`src/rtl/alu_16.sv`:
```
// -----------------------------------------------------------------------------
// alu_16 : 16-bit ALU with a single stored-carry register (Cs).
//
// The result and the N/Z/C/V flags are purely combinational from the operands,
// the opcode and Cs. Cs is the only state: it captures the combinational C
// output on every rising clock edge while a defined opcode is applied, and it
// holds while an undefined opcode (0x13-0xFF) is applied. This lets ADC/SBC and
// ROL/ROR chain across cycles.
//
// Ports:
//   clock        in   1   rising-edge clock for the stored-carry register
//   reset        in   1   asynchronous active-high reset, clears Cs
//   ALU_data_in1 in  16   operand A
//   ALU_data_in2 in  16   operand B
//   ALU_control  in   8   opcode
//   ALU_data_out out 16   result
//   N            out  1   negative flag (result[15])
//   Z            out  1   zero flag (result == 0)
//   C            out  1   carry flag
//   V            out  1   signed-overflow flag
// -----------------------------------------------------------------------------
module alu_16 (
  input  logic        clock,
  input  logic        reset,
  input  logic [15:0] ALU_data_in1,
  input  logic [15:0] ALU_data_in2,
  input  logic [7:0]  ALU_control,
  output logic [15:0] ALU_data_out,
  output logic        N,
  output logic        Z,
  output logic        C,
  output logic        V
);

  localparam logic [7:0] OP_AND  = 8'h00;
  localparam logic [7:0] OP_OR   = 8'h01;
  localparam logic [7:0] OP_XOR  = 8'h02;
  localparam logic [7:0] OP_NOT  = 8'h03;
  localparam logic [7:0] OP_ADD  = 8'h04;
  localparam logic [7:0] OP_ADC  = 8'h05;
  localparam logic [7:0] OP_SUB  = 8'h06;
  localparam logic [7:0] OP_SBC  = 8'h07;
  localparam logic [7:0] OP_INC  = 8'h08;
  localparam logic [7:0] OP_DEC  = 8'h09;
  localparam logic [7:0] OP_LSL1 = 8'h0A;
  localparam logic [7:0] OP_LSR1 = 8'h0B;
  localparam logic [7:0] OP_ASR1 = 8'h0C;
  localparam logic [7:0] OP_ROL  = 8'h0D;
  localparam logic [7:0] OP_ROR  = 8'h0E;
  localparam logic [7:0] OP_MOV  = 8'h0F;
  localparam logic [7:0] OP_LSLN = 8'h10;
  localparam logic [7:0] OP_LSRN = 8'h11;
  localparam logic [7:0] OP_ASRN = 8'h12;

  logic        cs_q;
  logic        cs_d;

  logic [15:0] a;
  logic [15:0] b;
  assign a = ALU_data_in1;
  assign b = ALU_data_in2;

  // ---------------------------------------------------------------------------
  // Shared adder. Subtract-type ops feed ~B (DEC feeds ~1) so that C is the
  // carry out of A+~B+cin, i.e. 1 means "no borrow".
  // ---------------------------------------------------------------------------
  logic [15:0] add_b;
  logic        add_cin;
  logic [16:0] add_sum;
  logic        add_v;

  always_comb begin
    add_b   = b;
    add_cin = 1'b0;
    case (ALU_control)
      OP_ADD:  begin add_b = b;        add_cin = 1'b0; end
      OP_ADC:  begin add_b = b;        add_cin = cs_q; end
      OP_SUB:  begin add_b = ~b;       add_cin = 1'b1; end
      OP_SBC:  begin add_b = ~b;       add_cin = cs_q; end
      OP_INC:  begin add_b = 16'h0001; add_cin = 1'b0; end
      OP_DEC:  begin add_b = 16'hFFFE; add_cin = 1'b1; end
      default: begin add_b = b;        add_cin = 1'b0; end
    endcase
  end

  assign add_sum = {1'b0, a} + {1'b0, add_b} + {16'h0000, add_cin};

  // With the (possibly inverted) second operand, one rule covers both add and
  // subtract overflow: operands agree in sign but the result does not.
  assign add_v = (a[15] == add_b[15]) && (add_sum[15] != a[15]);

  // ---------------------------------------------------------------------------
  // Barrel shifts. A guard bit carries the last bit shifted out; with an
  // amount of 0 the guard bit stays 0, which gives C=0 for free.
  // ---------------------------------------------------------------------------
  logic [3:0]  sh_amt;
  logic [16:0] lsl_ext;
  logic [16:0] lsr_ext;
  logic [16:0] asr_ext;

  assign sh_amt  = b[3:0];
  assign lsl_ext = {1'b0, a} << sh_amt;
  assign lsr_ext = {a, 1'b0} >> sh_amt;
  assign asr_ext = $signed({a, 1'b0}) >>> sh_amt;

  // ---------------------------------------------------------------------------
  // Result / flag selection
  // ---------------------------------------------------------------------------
  logic [15:0] res;
  logic        c_out;
  logic        v_out;
  logic        op_defined;

  always_comb begin
    res        = 16'h0000;
    c_out      = 1'b0;
    v_out      = 1'b0;
    op_defined = 1'b1;
    case (ALU_control)
      OP_AND:  res = a & b;
      OP_OR:   res = a | b;
      OP_XOR:  res = a ^ b;
      OP_NOT:  res = ~a;
      OP_MOV:  res = b;
      OP_ADD, OP_ADC, OP_SUB, OP_SBC, OP_INC, OP_DEC: begin
        res   = add_sum[15:0];
        c_out = add_sum[16];
        v_out = add_v;
      end
      OP_LSL1: begin res = {a[14:0], 1'b0};  c_out = a[15]; end
      OP_LSR1: begin res = {1'b0, a[15:1]};  c_out = a[0];  end
      OP_ASR1: begin res = {a[15], a[15:1]}; c_out = a[0];  end
      OP_ROL:  begin res = {a[14:0], cs_q};  c_out = a[15]; end
      OP_ROR:  begin res = {cs_q, a[15:1]};  c_out = a[0];  end
      OP_LSLN: begin res = lsl_ext[15:0];    c_out = lsl_ext[16]; end
      OP_LSRN: begin res = lsr_ext[16:1];    c_out = lsr_ext[0];  end
      OP_ASRN: begin res = asr_ext[16:1];    c_out = asr_ext[0];  end
      default: op_defined = 1'b0;
    endcase
  end

  assign ALU_data_out = res;
  assign N            = res[15];
  assign Z            = (res == 16'h0000);
  assign C            = c_out;
  assign V            = v_out;

  // ---------------------------------------------------------------------------
  // Stored carry
  // ---------------------------------------------------------------------------
  assign cs_d = op_defined ? c_out : cs_q;

  always_ff @(posedge clock or posedge reset) begin
    if (reset) begin
      cs_q <= 1'b0;
    end else begin
      cs_q <= cs_d;
    end
  end

endmodule

```
`config.mk`:
```
export PLATFORM = sky130hd
export DESIGN_NAME = alu_16
export DESIGN_NICKNAME = d
export VERILOG_FILES = /design/src/rtl/alu_16.sv
export SDC_FILE = /design/constraint.sdc
export NUM_CORES = 1
export LEC_CHECK = 0
export BUFFER_PORTS_ARGS = -buffer_cell sky130_fd_sc_hd__buf_2
export CAP_MARGIN = 20
export CORE_AREA = 2 2 125 127
export DETAILED_ROUTE_END_ITERATION = 8
export DIE_AREA = 0 0 127 129
export PLACE_DENSITY = 0.56
export RECOVER_POWER = 25
export SLEW_MARGIN = 20
export SYNTH_ARGS = -nofsm -noshare
export SYNTH_HDL_FRONTEND = slang
export SYNTH_SLANG_ARGS = --single-unit
```
`constraint.sdc`:
```
create_clock -name clock -period 6.8 [get_ports clock]
set_input_delay 1.36 -clock clock [delete_from_list [all_inputs] [get_ports clock]]
set_output_delay 1.36 -clock clock [all_outputs]
set_load 0.005 [all_outputs]
```
==> flow_summary.ini <==
[synth]
synth.cell_area_mm2 = 0.00457
synth_xor_area_share_pct = 2.49
synth_compound_area_share_pct = 31.0
synth_cell_types = 71
synth_top_family_by_area = compound AO/OA/AOI/OAI gates
syn_avg_cell_area_um2 = 7.21
ys_ff_latch = 1
synthSimpleGateAreaFrac_pct = 22.0
synth_edf_count = 0
seq_area_frac_synth_pct = 0.548
synth_fa_ha_area_share_pct = 14.0
syn_inst = 633
synth_async_sr_flop_share_pct = 100
syn_nets = 725
muxShareOfSynthArea_pct = 20.6
yosysWarnings = 0
synth_ff_type = dfrtp_1

[route]
dr_wl_met2_um = 9050
postRouteAntennaNets = 0
drc = 0
wl_per_cell_um = 22.9
wl_met3_um = 2080
drt_first_pass_iters = 6
route.layer.met1.wl_um = 8200
via_count = 5693
drt_first_iter_violations = 750
routed_via_density = 6.38
totalWireLength_um = 20400
highest_layer = met4

[timing]
hold_slack_ns = 0.614
setup_viol = 0
max_freq_mhz = 152
fin_crit_sh_pct = 96.4
worst_slew_pin_slew_ns = 0.922
slew_viol_final = 0
hold_viol = 0
grt_setup_unrepaired = no
setup_tns_ns = 0
fin_skew_ns = 0
relSlewSlack_pct = 37.7
post-route-min-period_ns = 6.56

[worst_setup_path]
critPathTopFamily = compound AO/OA/AOI/OAI gates
crit_chain = buf_2 > inv_1 > nor3_1 > buf_4 > o21ai_1 > buf_4 > nand2_1 > o211ai_1 > ha_1 > a21o_1 > a2111oi_0 > buf_4 > a211oi_1 > or3_1 > a311o_1 > a211o_1 > or4_1 > nor4_2 > buf_2
critical_path_class = input pin to output pin
cp_num_buf_inv = 6
cp_slowest_stage_delay_ns = 0.44
worstSetupStartpointType = input pin
critPathRequiredTime_ns = 5.44
crit_slowest_cell = or4_1
cp_common_cell = buf_4
crit_arrival_ns = 5.20
end_kind = output pin
path_max_fanout = 7

[layout]
synthToLayoutAreaGrowth_pct = 18.6
num_antenna_cells = 0
largest_reg_flops = 1
multi_input_area_mm2 = 0.00415
largest-register = cs_q
drive_gt1_share_pct = 26.0
final_nets = 799
fillerInstances = 1635
top_regs = cs_q x1
regArea_um2 = 25.0

[worst_hold_path]
min_path_type = flip-flop to flip-flop

[grt]
grt_pass1_vias = 5166
grt_pass1_wl_um = 30800
grt-ovfl-total = 0
grt_max_degree = 47
antenna_found_initial = 0
grt.total_usage_pct = 24.1

[floorplanning]
die_y_um = 129
io_pins = 62
die-area_mm2 = 0.0164
fp.coreArea_mm2 = 0.0150
die_w_um = 127
std_cell_rows = 45
initial_core_util_pct = 30.5

[power]
power.density_mw_per_mm2 = 66.9
p_total_mw = 0.362
p_leak_nw = 2.45
vdd_ir_drop_max_uv = 36.9

[clocking]
clk_pin_slew_ns = 0
postCtsSetupRepairBufs = 0
clock_latency_ns = 0

[placement]
port_buffers = 61
post-dp-hpwl_um = 15600
gp_congestion = 1.04

[status]
outcome = finished, final reports clean

[job]
cap_violations = 0
[cell families after synthesis]
kind of cell,count (synthesis)
buffers and inverters,106
DFF,1
adders and majority gates,50
AOI/OAI and AO/OA,199
and+or+nand+nor,198
xor gates and xnor gates,13
muxes,66
[final timing paths]
kind	startpoint	cells after the start	slack, ns	endpoint
hold / removal	cs_q	1	0.61	cs_q
setup reg to reg	cs_q	14	3.32	cs_q
hold reg to reg	cs_q	1	0.61	cs_q
max in group asynchronous	reset	2	5.52	cs_q
setup / recovery	ALU_control[1]	19	0.24	Z
min in group asynchronous	reset	2	1.19	cs_q
[what timing repair did]
item / 4_1_cts / 5_1_grt
hold buffers: 0 / 0
endpoints found under the setup margin: 0 / 1
gates resized for setup: 0 / 5
endpoints found under the hold margin: 0 / 0
[Yosys cell counts, drive strengths merged (21+ instances only)]
| library cell | count | area (um2) |
|---|---|---|
| ha | 48 | 601 |
| mux2i | 30 | 300 |
| nand2 | 57 | 214 |
| clkbuf | 38 | 144 |
| a21oi | 35 | 175 |
| nor2 | 46 | 173 |
| o211ai | 25 | 188 |
| inv | 46 | 173 |
| mux4 | 21 | 473 |
| o21ai | 27 | 135 |
| buf | 22 | 111 |
[final cells by class]
| type | count | share of cell area (%) |
|---|---|---|
| timing repair buffer | 132 | 15.5 |
| multi-input combinational | 526 | 76.5 |
| sequential | 1 | 0.462 |
| tap | 188 | 4.34 |
| inverter | 46 | 3.19 |
[metrics by stage]
step                setup slack [ns]  utilization, %  instances  instance area, um2
floorplan                     0.0143               -        633                4570
global placement              0.0282            36.0        893                5390
detailed placement            0.0527            36.0        893                5390
CTS                           0.0267            36.0        893                5390
global route                  0.0102            36.2        893                5420
finish                         0.242            36.2        893                5420
[placed cells by master, fill, tap and decap left out, drive strengths merged, types with 5 or more instances in the layout]
master,n
a21oi,35
ha,48
a22oi,10
o21ai,27
xor2,6
nand4,12
o2111ai,5
inv,46
o22ai,10
a211oi,15
mux2i,30
xnor2,7
nand2,57
o211ai,25
nor4,7
nor2b,13
mux4,21
a2111oi,7
nand3,11
a21o,5
mux2,15
nor3,14
a211o,5
and3,5
buf,132
nor2,46
a31oi,6
[per-layer routing]
metal / track usage [%] / vias up
met5: 0 / -
met4: 9.70 / 0
met3: 2.74 / 84
li1: - / 2572
met1: 32.7 / 2680
met2: 39.3 / 357
[power breakdown]
group | internal [mW] | switching (mW) | total [mW]
sequential | 0.00745 | 0.00191 | 0.00936
clock | 0 | 0 | 0
combinational | 0.148 | 0.205 | 0.353
(Power assumes the default switching activity.)
